`config.mk`:
```
export PLATFORM = sky130hd
export DESIGN_NAME = barrel_shift_ctrl
export DESIGN_NICKNAME = d
export VERILOG_FILES = /design/src/rtl/barrel_shift_ctrl.sv
export SDC_FILE = /design/constraint.sdc
export NUM_CORES = 1
export LEC_CHECK = 0
export CORE_ASPECT_RATIO = 0.9
export CORE_MARGIN = 5
export CORE_UTILIZATION = 40
export DETAILED_ROUTE_END_ITERATION = 8
export HOLD_SLACK_MARGIN = 0.08
export PLACE_DENSITY = 0.83
export SYNTH_ARGS = -nofsm -noshare
export SYNTH_HDL_FRONTEND = slang
export SYNTH_SLANG_ARGS = --single-unit
```
`constraint.sdc`:
```
create_clock -name clk -period 3 [get_ports clk]
set_clock_uncertainty 0.1 [all_clocks]
set_input_delay 0.3 -clock clk [delete_from_list [all_inputs] [get_ports clk]]
set_output_delay 0.3 -clock clk [all_outputs]
set_load 0.1 [all_outputs]
```
`src/rtl/barrel_shift_ctrl.sv`:
```
// -----------------------------------------------------------------------------
// barrel_shift_ctrl
//
// Sequencer and round-robin arbiter in front of a shared 8-bit barrel shifter.
// The shifter itself lives outside this block: it is a purely combinational
// 8:1-mux-per-bit structure with a 3-bit amount select, so a request for a
// larger amount is walked through it in passes of at most 7 positions, feeding
// each pass result back into the working register.
//
// Two requesters (A and B) present commands over valid/ready. When both are
// valid in IDLE, the one that was not granted last wins. The final value comes
// back on a single valid/ready output tagged with the requester id.
//
// Optional feature (compile-time macro BSC_STATS_EN):
//   defined   -> adds output ops_cnt[15:0], a wrapping count of delivered
//                results (out_valid && out_ready).
//   undefined -> no ops_cnt port or counter; everything else is identical.
//
// Parameters
//   AMT_W      width of the requested shift amount, must be >= 3 (default 5)
//
// Ports
//   clk        in   1      rising-edge clock
//   rst_n      in   1      asynchronous active-low reset
//   a_valid    in   1      requester A command valid
//   a_ready    out  1      requester A command accepted when a_valid && a_ready
//   a_data     in   8      requester A operand
//   a_amt      in   AMT_W  requester A shift amount
//   a_rot      in   1      requester A mode: 1 = rotate left, 0 = logical left
//   b_*        same as a_*, for requester B
//   sh_din     out  8      operand to the shifter (working register)
//   sh_amt     out  3      amount for the current pass, 0 outside SHIFT
//   sh_rot     out  1      mode to the shifter
//   sh_dout    in   8      combinational shifter result
//   out_valid  out  1      result valid (held in DONE)
//   out_ready  in   1      consumer accepts when out_valid && out_ready
//   out_data   out  8      final shifted value
//   out_id     out  1      0 = requester A, 1 = requester B
//   busy       out  1      high while in SHIFT or DONE
//   ops_cnt    out  16     delivered-result count (BSC_STATS_EN only)
// -----------------------------------------------------------------------------
module barrel_shift_ctrl #(
    parameter int AMT_W = 5
) (
    input  logic             clk,
    input  logic             rst_n,

    input  logic             a_valid,
    output logic             a_ready,
    input  logic [7:0]       a_data,
    input  logic [AMT_W-1:0] a_amt,
    input  logic             a_rot,

    input  logic             b_valid,
    output logic             b_ready,
    input  logic [7:0]       b_data,
    input  logic [AMT_W-1:0] b_amt,
    input  logic             b_rot,

    output logic [7:0]       sh_din,
    output logic [2:0]       sh_amt,
    output logic             sh_rot,
    input  logic [7:0]       sh_dout,

    output logic             out_valid,
    input  logic             out_ready,
    output logic [7:0]       out_data,
    output logic             out_id,
    output logic             busy
`ifdef BSC_STATS_EN
    ,
    output logic [15:0]      ops_cnt
`endif
);

    // -------------------------------------------------------------------------
    // State encoding
    // -------------------------------------------------------------------------
    localparam logic [1:0] ST_IDLE  = 2'd0;
    localparam logic [1:0] ST_SHIFT = 2'd1;
    localparam logic [1:0] ST_DONE  = 2'd2;

    // Largest amount the 3-bit shifter select can express in one pass.
    localparam logic [AMT_W-1:0] MAX_PASS = AMT_W'(7);

    // -------------------------------------------------------------------------
    // Registers
    // -------------------------------------------------------------------------
    logic [1:0]       state_q;
    logic [1:0]       state_d;
    logic [7:0]       working_q;    // operand / partial result between passes
    logic [AMT_W-1:0] remaining_q;  // positions still to be shifted
    logic             rot_q;
    logic             id_q;
    logic             last_b_q;     // 1 = B was granted most recently

    // -------------------------------------------------------------------------
    // Arbitration: only meaningful in IDLE. On a tie the requester that was
    // not served last wins; a lone requester always wins.
    // -------------------------------------------------------------------------
    logic in_idle;
    logic grant_a;
    logic grant_b;
    logic accept;

    assign in_idle = (state_q == ST_IDLE);
    assign grant_a = a_valid && (!b_valid || last_b_q);
    assign grant_b = b_valid && (!a_valid || !last_b_q);
    assign a_ready = in_idle && grant_a;
    assign b_ready = in_idle && grant_b;
    assign accept  = (a_valid && a_ready) || (b_valid && b_ready);

    // -------------------------------------------------------------------------
    // Pass sizing: min(remaining, 7), kept 3 bits wide since that is all the
    // shifter select can take.
    // -------------------------------------------------------------------------
    logic [2:0]       pass_amt;
    logic [AMT_W-1:0] remaining_next;

    assign pass_amt       = (remaining_q > MAX_PASS) ? 3'd7 : remaining_q[2:0];
    assign remaining_next = remaining_q - AMT_W'(pass_amt);

    // -------------------------------------------------------------------------
    // Shifter interface and result outputs. The working register doubles as
    // the result holding register, so out_data is stable for as long as DONE
    // is held by back-pressure.
    // -------------------------------------------------------------------------
    assign sh_din    = working_q;
    assign sh_amt    = (state_q == ST_SHIFT) ? pass_amt : 3'd0;
    assign sh_rot    = rot_q;
    assign out_valid = (state_q == ST_DONE);
    assign out_data  = working_q;
    assign out_id    = id_q;
    assign busy      = (state_q == ST_SHIFT) || (state_q == ST_DONE);

    // -------------------------------------------------------------------------
    // Next-state logic
    // -------------------------------------------------------------------------
    always_comb begin
        // NOTE: default assignment first so every path drives state_d and no
        // latch is inferred.
        state_d = state_q;
        unique case (state_q)
            ST_IDLE: begin
                if (accept) begin
                    // A zero amount needs no pass through the shifter.
                    if ((grant_a ? a_amt : b_amt) == '0) begin
                        state_d = ST_DONE;
                    end else begin
                        state_d = ST_SHIFT;
                    end
                end
            end
            ST_SHIFT: begin
                if (remaining_next == '0) begin
                    state_d = ST_DONE;
                end
            end
            ST_DONE: begin
                if (out_ready) begin
                    state_d = ST_IDLE;
                end
            end
            default: begin
                state_d = ST_IDLE;
            end
        endcase
    end

    // -------------------------------------------------------------------------
    // State and datapath registers
    // -------------------------------------------------------------------------
    always_ff @(posedge clk or negedge rst_n) begin
        if (!rst_n) begin
            state_q     <= ST_IDLE;
            working_q   <= 8'h00;
            remaining_q <= '0;
            rot_q       <= 1'b0;
            id_q        <= 1'b0;
            // Pretend B went last so A wins the first tie after reset.
            last_b_q    <= 1'b1;
        end else begin
            // NOTE: non-blocking assignments so every register samples the
            // pre-edge values, independent of statement order.
            state_q <= state_d;
            unique case (state_q)
                ST_IDLE: begin
                    if (accept) begin
                        working_q   <= grant_a ? a_data : b_data;
                        remaining_q <= grant_a ? a_amt  : b_amt;
                        rot_q       <= grant_a ? a_rot  : b_rot;
                        id_q        <= grant_b;
                        last_b_q    <= grant_b;
                    end
                end
                ST_SHIFT: begin
                    // Feeding each pass back makes rotates cumulative and
                    // drives logical shifts of 8 or more to zero naturally.
                    working_q   <= sh_dout;
                    remaining_q <= remaining_next;
                end
                default: begin
                    // DONE holds the result; nothing else changes.
                end
            endcase
        end
    end

`ifdef BSC_STATS_EN
    // -------------------------------------------------------------------------
    // Delivered-result counter; wraps naturally at 16 bits.
    // -------------------------------------------------------------------------
    always_ff @(posedge clk or negedge rst_n) begin
        if (!rst_n) begin
            ops_cnt <= 16'h0000;
        end else if (out_valid && out_ready) begin
            ops_cnt <= ops_cnt + 16'h0001;
        end
    end
`endif

endmodule

```
# After elaboration in Yosys (flattened, before gate mapping)
# Index checks and enable logic that the tools add are counted.
[totals] out_inout_bits=25 mem_count=0 ff_bits=18 rom_bits=0 latchBits=0 mem_bits_rw=0
[op_classes] n_mux=14 n_div=0 shift=0 mul=0 addsub=1 eq_ne=5 n_reduce_logical=20 n_bitwise=0 n_lt_le_gt_ge=1
[ops] cell="$mux W8" count=2
[ops] cell="$pmux W8 S2" count=1
[ops] cell="$logic_not A5 Y1" count=2
[ops] cell="$mux W5" count=2
[ops] cell="$pmux W5 S2" count=1
[ops] cell="$mux W2" count=4
[ops] cell="$logic_and A1 B1 Y1" count=6
[ops] cell="$mux W3" count=2
[ops] cell="$ne A2 B1 Y1 const B" count=3
[ops] cell="$pmux W2 S3" count=1
[ops] cell="$gt A5 B3 Y1 const B" count=1
[ops] cell="$sub A5 B3 Y5" count=1
[ops] cell="$logic_or A1 B1 Y1" count=4
[ops] cell="$reduce_and A2 Y1" count=2
[ops] cell="$logic_not A1 Y1" count=3
[ops] cell="$reduce_and A3 Y1" count=1
[ops] cell="$eq A2 B1 Y1 const B" count=1
[ops] cell="$eq A2 B2 Y1 const B" count=1
[ops] cell="$logic_not A2 Y1" count=1
[ops] cell="$reduce_bool A2 Y1" count=1
[ops] cell="$mux W1" count=1

# Longest topological paths before layout
# Gate-level depths: netlist of the first run.
[logic_depth] ltp_word=8 depth_mapped=8 mapped_depth_nobuf=7

# Worst setup path before layout of the first run
# No wires, ideal clock.
[synth_timing] kind="reg-to-reg" start="register state_q[0]" end="register rot_q (netlist: sh_rot)" setup_time_ps=221 path_buffers=0 t_arrival_ps=2628 synth_period_minus_slack_ps=2949 stages_incl_launch_ff=6 t_required_ps=2679 slack_ps=51 path_cell_list="dfrtp_1 inv_1 ha_1 nand2_1 a21oi_1 a221oi_1"
[synth_between] elab_chain_len=5 word_cells_on_any_way=7 classes_between="reduce/logical (7)"
[synth_rtl] element="start: declaration" line="89" text="logic [1:0] state_q;"
[synth_rtl] element="start signal: assignment" line="185" text="state_q <= state_d;"
[synth_rtl] element="$logic_not A2 Y1" line="106" text="assign in_idle = (state_q == ST_IDLE);"
[synth_rtl] element="$logic_and A1 B1 Y1" line="110" text="assign b_ready = in_idle && grant_b;"
[synth_rtl] element="named net b_ready" line="55" text="output logic b_ready,"
[synth_rtl] element="$logic_and A1 B1 Y1" line="111" text="assign accept = (a_valid && a_ready) || (b_valid && b_ready);"
[synth_rtl] element="$logic_or A1 B1 Y1" line="111"
[synth_rtl] element="$reduce_and A2 Y1 (no source line)"
[synth_rtl] element="end signal: assignment" line="191" text="rot_q <= grant_a ? a_rot : b_rot;"
[synth_rtl] element="end: declaration" line="93" text="logic rot_q;"
# The timed path passes the listed nets, and every way through them passes these cells.
# A chain may end at the register's enable or synchronous reset.

# Worst setup path in the final report of the first run
[layout_timing] start="register remaining_q[3]" end="register state_q[0]"
[layout_between] elab_chain_len=6
[layout_rtl] element="start: declaration" line="92" text="logic [AMT_W-1:0] remaining_q;"
[layout_rtl] element="start signal: assignment" line="190" text="remaining_q <= grant_a ? a_amt : b_amt;"
[layout_rtl] element="start signal: assignment" line="200" text="remaining_q <= remaining_next;"
[layout_rtl] element="$gt A5 B3 Y1" line="120" text="assign pass_amt = (remaining_q > MAX_PASS) ? 3'd7 : remaining_q[2:0];"
[layout_rtl] element="$mux W3" line="120"
[layout_rtl] element="$sub A5 B3 Y5 *" line="121" text="assign remaining_next = remaining_q - AMT_W'(pass_amt);"
[layout_rtl] element="$logic_not A5 Y1 *" line="155" text="if (remaining_next == '0) begin"
[layout_rtl] element="$ne A2 B1 Y1 (no source line) *"
[layout_rtl] element="$reduce_and A3 Y1 (no source line) *"
# Mark *: on every way between the ends. The rest lies on a longest branch, timed or not.

==> results_dict.tcl, run 1 <==
set metrics [dict create \
    synthArstFlopShare_pct 100 \
    die_h_um 64.9 \
    status "completed" \
    slowest_delay_ns 0.47 \
    synth_warnings 0 \
    setup_viol 0 \
    post_cts_buffers 0 \
    die_w_um 71.0 \
    post-dp-hpwl_um 2900 \
    timing.max_cap.violations 0 \
    cts_root_buf "clkbuf_8" \
    regToRegSetupSlack_ns 0.66 \
    grt_max_degree 32 \
    worstPathArrival_ns 2.38 \
    drc 0 \
    synth_nets 198 \
    crit_path_end_kind "flip-flop" \
    syn_to_final_growth_pct 48.0 \
    antenna_found_initial 0 \
    globalRouteOverflowTotal 0 \
    cp_num_buf_inv 0 \
    critPathKind "flip-flop to flip-flop" \
    ys.flop_type "dfrtp_1" \
    synth_area_per_cell_sq_um 8.74 \
    synth.ff_latch_count 18 \
    netlist_area_sq_um 1340 \
    cts_max_level 1 \
    via_per_inst 5.08 \
    grt_pass1_wl_um 6190 \
    dr_total_vias 1271 \
    clk_latency_ns 0.25 \
    synth_edf_count 0 \
    worst_slew_pin_slew_ns 0.937 \
    holdCritStartpoint "out_id" \
    finalCritPeriodShare_pct 77.9 \
    grt_pass1_vias 1267 \
    synth_top_cell_by_area "dfrtp_1" \
    regToRegEndpoint "state_q[0]" \
    num_io_pins 66 \
    drv_slew 0 \
    crit_path_cell_trace "nor2_1 > or2_2 > ha_1 > nand2_1 > a211o_1 > a31oi_1 > mux2_2" \
    antenna_left 0 \
    clk_pin_slew_ns 0.07 \
    cts_resized 0 \
    drtIter0Drc 106 \
    slowest_stage "dfrtp_1" \
    drive_gt1_share_pct 19.9 \
    whs_path_depth 1 \
    period_needed_ns 2.34 \
    cts_buffer_depth 2 \
    synth_cells 153 \
    row_count 20 \
    r2r_start "remaining_q[3]" \
    cp-start-kind "flip-flop" \
    grt_usage_pct 16.9 \
    cts_buffers 3 \
    ys_types 41 \
    slew-limit-headroom_pct 37.5 \
    max_freq_ghz 0.428 \
    yosysSeqAreaShare_pct 33.8 \
    postCtsHoldBufs 0 \
    synth.area.top_cells "dfrtp_1 (32%), o31ai_1 (6.7%), a211oi_1 (6.2%)" \
    yosysTopAreaCellShare_pct 31.8 \
    firstDrtPassIters 4 \
    grt_setup_unrepaired "no" \
    critPathRequiredTime_ns 3.04 \
    min_path_type "flip-flop to flip-flop" \
    gp_congestion 0.898 \
    routed_wl_um 3780 \
    wl_per_cell_um 15.1 \
    hold_viol_final 0 \
    die_area_sq_um 4600 \
    cts_tree "yes" \
    portBuffers 65 \
    layout.nets 252 \
    reg2regPathDepth 7 \
    path_max_fanout 9 \
    start_util_pct 40.5 \
    setup_tns_ns 0 \
    coreArea_sq_um 3300 \
    cpLargestDelayFamily "simple AND/OR/NAND/NOR gates" \
    insertedDiodeCount 0 \
    min_to "out_id" \
    cts.sinks 18 \
]
-- state kept, by name, indices dropped and copies added, names as in the netlist --
register     cells
out_data         8
remaining_q      5
state_q          2
last_b_q         1
out_id           1
sh_rot           1
-- worst reg2reg max path, cell delays in order, from the launching register on --
cell and delay (ns):
dfrtp_1 0.47, nor2_1 0.27, or2_2 0.18, ha_1 0.24
nand2_1 0.11, a211o_1 0.28, a31oi_1 0.22, mux2_2 0.36
-- cells in the mapped netlist, types with 4 or more instances --
master / n
nor2b_1: 10
ha_1: 4
clkbuf_1: 5
dfrtp_1: 17
nor2_1: 6
o21ai_0: 4
a211oi_1: 11
nand2_1: 14
inv_1: 7
o31ai_1: 12
nor3b_1: 11
buf_4: 10
-- how the worst max path moves through the flow --
| stage | from | end | slack [ns] | cells after the start |
|---|---|---|---|---|
| after CTS | remaining_q[3] | state_q[0] | 0.68 | 7 |
| after global routing | remaining_q[3] | state_q[0] | 0.48 | 7 |
| final | remaining_q[3] | state_q[0] | 0.66 | 7 |
| after detailed placement | remaining_q[3] | state_q[0] | 0.69 | 7 |
| after global placement | b_valid | remaining_q[3] | 0.80 | 5 |
| after floorplan | state_q[0] | sh_rot | 0.05 | 5 |
-- cells in the final DEF (no fill, tap or decap), types with 2 or more instances in the layout --
| cell type | netlist | final |
|---|---|---|
| clkdlybuf4s50_1 | 0 | 40 |
| buf_4 | 10 | 24 |
| dfrtp_1 | 17 | 17 |
| nand2_1 | 14 | 14 |
| o31ai_1 | 12 | 12 |
| nor3b_1 | 11 | 11 |
| a211oi_1 | 11 | 11 |
| nor2b_1 | 10 | 10 |
| inv_1 | 7 | 7 |
| nor2_1 | 6 | 6 |
| o21ai_0 | 4 | 4 |
| ha_1 | 4 | 4 |
| clkbuf_8 | 0 | 4 |
| o31a_1 | 3 | 3 |
| or2_2 | 3 | 3 |
| a21oi_1 | 3 | 3 |
| a31oi_1 | 3 | 3 |
| buf_12 | 0 | 3 |
| or4_1 | 2 | 2 |
| mux2_2 | 2 | 2 |
| a221oi_1 | 2 | 2 |
| nor3_1 | 2 | 2 |
-- layout make-up --
type	count	area [sq um]
fillers	305	1320
multi-input cells	110	751
repair buffers	67	641
flip-flops and latches	18	452
clock buffers	4	55.1
well taps	44	55.1
inverters	7	26.3
-- cells by family after synthesis --
logic type / after synthesis / synth area share, %
XOR/XNOR: 1 / 0.655
flip-flops: 18 / 33.8
buffers and inverters: 25 / 10.1
adder cells (fa/ha/maj): 4 / 3.74
multiplexers: 3 / 2.43
AO/OA/AOI/OAI: 47 / 25.9
AND/OR/NAND/NOR: 55 / 23.4
-- per-stage QoR --
stage | hold slack [ns] | worst slack, ns | utilization, % | std cells | area (sq um)
after floorplan | -0.0956 | 0.0515 | - | 153 | 1340
after global placement | 0.371 | 0.797 | 58.3 | 246 | 1920
after detailed placement | 0.381 | 0.686 | 58.3 | 246 | 1920
after CTS | 0.397 | 0.679 | 59.9 | 250 | 1980
after global routing | 0.425 | 0.477 | 59.9 | 250 | 1980
final | 0.390 | 0.662 | 59.9 | 250 | 1980
-- routing by layer --
layer / wire [um] / vias to the layer above / GRT usage [%] / part of all wire, %
li1: - / 660 / - / -
met1: 1680 / 573 / 22.5 / 44
met2: 1850 / 32 / 28.2 / 49
met3: 182 / 6 / 3.26 / 4.8
met4: 68 / 0 / 4.23 / 1.8
met5: 0 / - / 0 / 0
Power of run 1 is left out: the tool's default activity adds up to more than one toggle a clock period on the data nets, which glitch-free logic cannot reach.
==> inputs of run 2 (changes only) <==
Clock period 3 ns to 2.2 ns, I/O delays scaled along.
==> results_dict.tcl, run 2 (synthesized netlist as in run 1, its figures left out) <==
set metrics [dict create \
    cts_tree "yes" \
    cts_root_buf "clkbuf_8" \
    die_area_sq_um 4600 \
    path_max_fanout 3 \
    syn_to_final_growth_pct 58.7 \
    globalRouteOverflowTotal 0 \
    fill_cells 293 \
    slew-limit-headroom_pct 65.9 \
    setup_viol 0 \
    wl_per_cell_um 15.4 \
    worst_slew_pin_slew_ns 0.511 \
    cp-start-kind "flip-flop" \
    clk_pin_slew_ns 0.07 \
    grt_usage_pct 17.9 \
    coreArea_sq_um 3300 \
    top_usage_layer "met2" \
    postCtsHoldBufs 0 \
    mostFrequentLayoutCells "clkdlybuf4s50_1 (40), buf_4 (35), dfrtp_1 (17)" \
    final_common_cell "clkdlybuf4s50_1" \
    layout.nets 266 \
    row_count 20 \
    drive_gt1_share_pct 25.0 \
    die_w_um 71.0 \
    globalRouteMet3Util_pct 3.88 \
    r2r_start "remaining_q[3]" \
    clk_latency_ns 0.26 \
    post-dp-hpwl_um 3170 \
    setup_slack_ns 0.0926 \
    crit_path_end_kind "flip-flop" \
    grt_setup_unrepaired "no" \
    post_cts_buffers 0 \
    cts_max_level 1 \
    startpoint "remaining_q[3]" \
    antenna_left 0 \
    portBuffers 65 \
    grt_use_met1_pct 23.1 \
    layout.cells.non_filler 264 \
    insertedDiodeCount 0 \
    cts.sinks 18 \
    gp_congestion 0.907 \
    finalCritPeriodShare_pct 95.8 \
    crit_path_end "state_q[0]" \
    drc 0 \
    post-place-ws_ns 0.158 \
    met2_usage_pct 30.6 \
    drtIter0Drc 82 \
    grt_pass1_vias 1322 \
    period_needed_ns 2.11 \
    reg2regPathDepth 7 \
    drv_slew 0 \
    min_path_type "input pin to asynchronous set/reset pin" \
    via_per_inst 5.15 \
    timing.max_cap.violations 0 \
    regToRegEndpoint "state_q[0]" \
    cts_resized 0 \
    hold_viol_final 0 \
    grt_max_degree 19 \
    firstDrtPassIters 5 \
    grt_pass1_wl_um 6500 \
    critPathRequiredTime_ns 2.25 \
    num_io_pins 66 \
    place_inst 260 \
    status "completed" \
    cts_buffers 3 \
    start_util_pct 40.5 \
    die_h_um 64.9 \
    fin_util_pct 64.3 \
    critPathKind "flip-flop to flip-flop" \
    antenna_found_initial 0 \
    setup_tns_ns 0 \
    regToRegSetupSlack_ns 0.09 \
    dr_total_vias 1359 \
    largest_reg_flops 8 \
    max_freq_ghz 0.475 \
    routed_wl_um 4060 \
    worstPathArrival_ns 2.16 \
    cts_buffer_depth 2 \
]
run 2: cell count changes in the layout (fill, tap and decap cells not counted):
cell,change
clkbuf_8,-1
buf_12,+3
buf_4,+11
a21oi_4,+1
a21oi_1,-1
clkbuf_1,+1
run 2: how the worst min path moves through the flow:
stage | endpoint | slack (ns) | depth (start not counted)
floorplan | out_data[0] | -0.18 | 0
global placement | out_id | 0.36 | 1
detailed placement | out_id | 0.37 | 1
CTS | out_data[7] | 0.20 | 2
global route | out_data[0] | 0.22 | 2
finish | out_data[7] | 0.20 | 2
run 2: critical path: stages, from the launching register on:
cell and delay (ns):
dfrtp_1 0.38, nor2_1 0.22, or2_2 0.17, ha_1 0.17, nand2_1 0.09, a211o_1 0.28
a31oi_1 0.23, mux2_2 0.36
run 2: layout make-up:
class	instances	area (sq um)	area share, %
Timing Repair Buffer	81	783	36.9
Multi-Input combinational cell	110	762	35.9
Sequential cell	18	452	21.3
Tap cell	44	55.1	2.59
Clock buffer	4	45.0	2.12
Inverter	7	26.3	1.24
run 2: stage by stage:
stage / hold WS, ns / area, sq um
final: 0.196 / 2120
after global routing: 0.215 / 2120
after CTS: 0.198 / 2120
after detailed placement: 0.368 / 2080
after global placement: 0.365 / 2080
after floorplan: -0.176 / 1350
run 2: per-layer routing:
layer,vias to the layer above,wire (um),share of wire (%)
li1,691,-,-
met1,624,1740,43
met2,42,2050,51
met3,2,229,5.6
met4,0,33,0.81
met5,-,0,0
Power of run 2 is left out for the same reason.
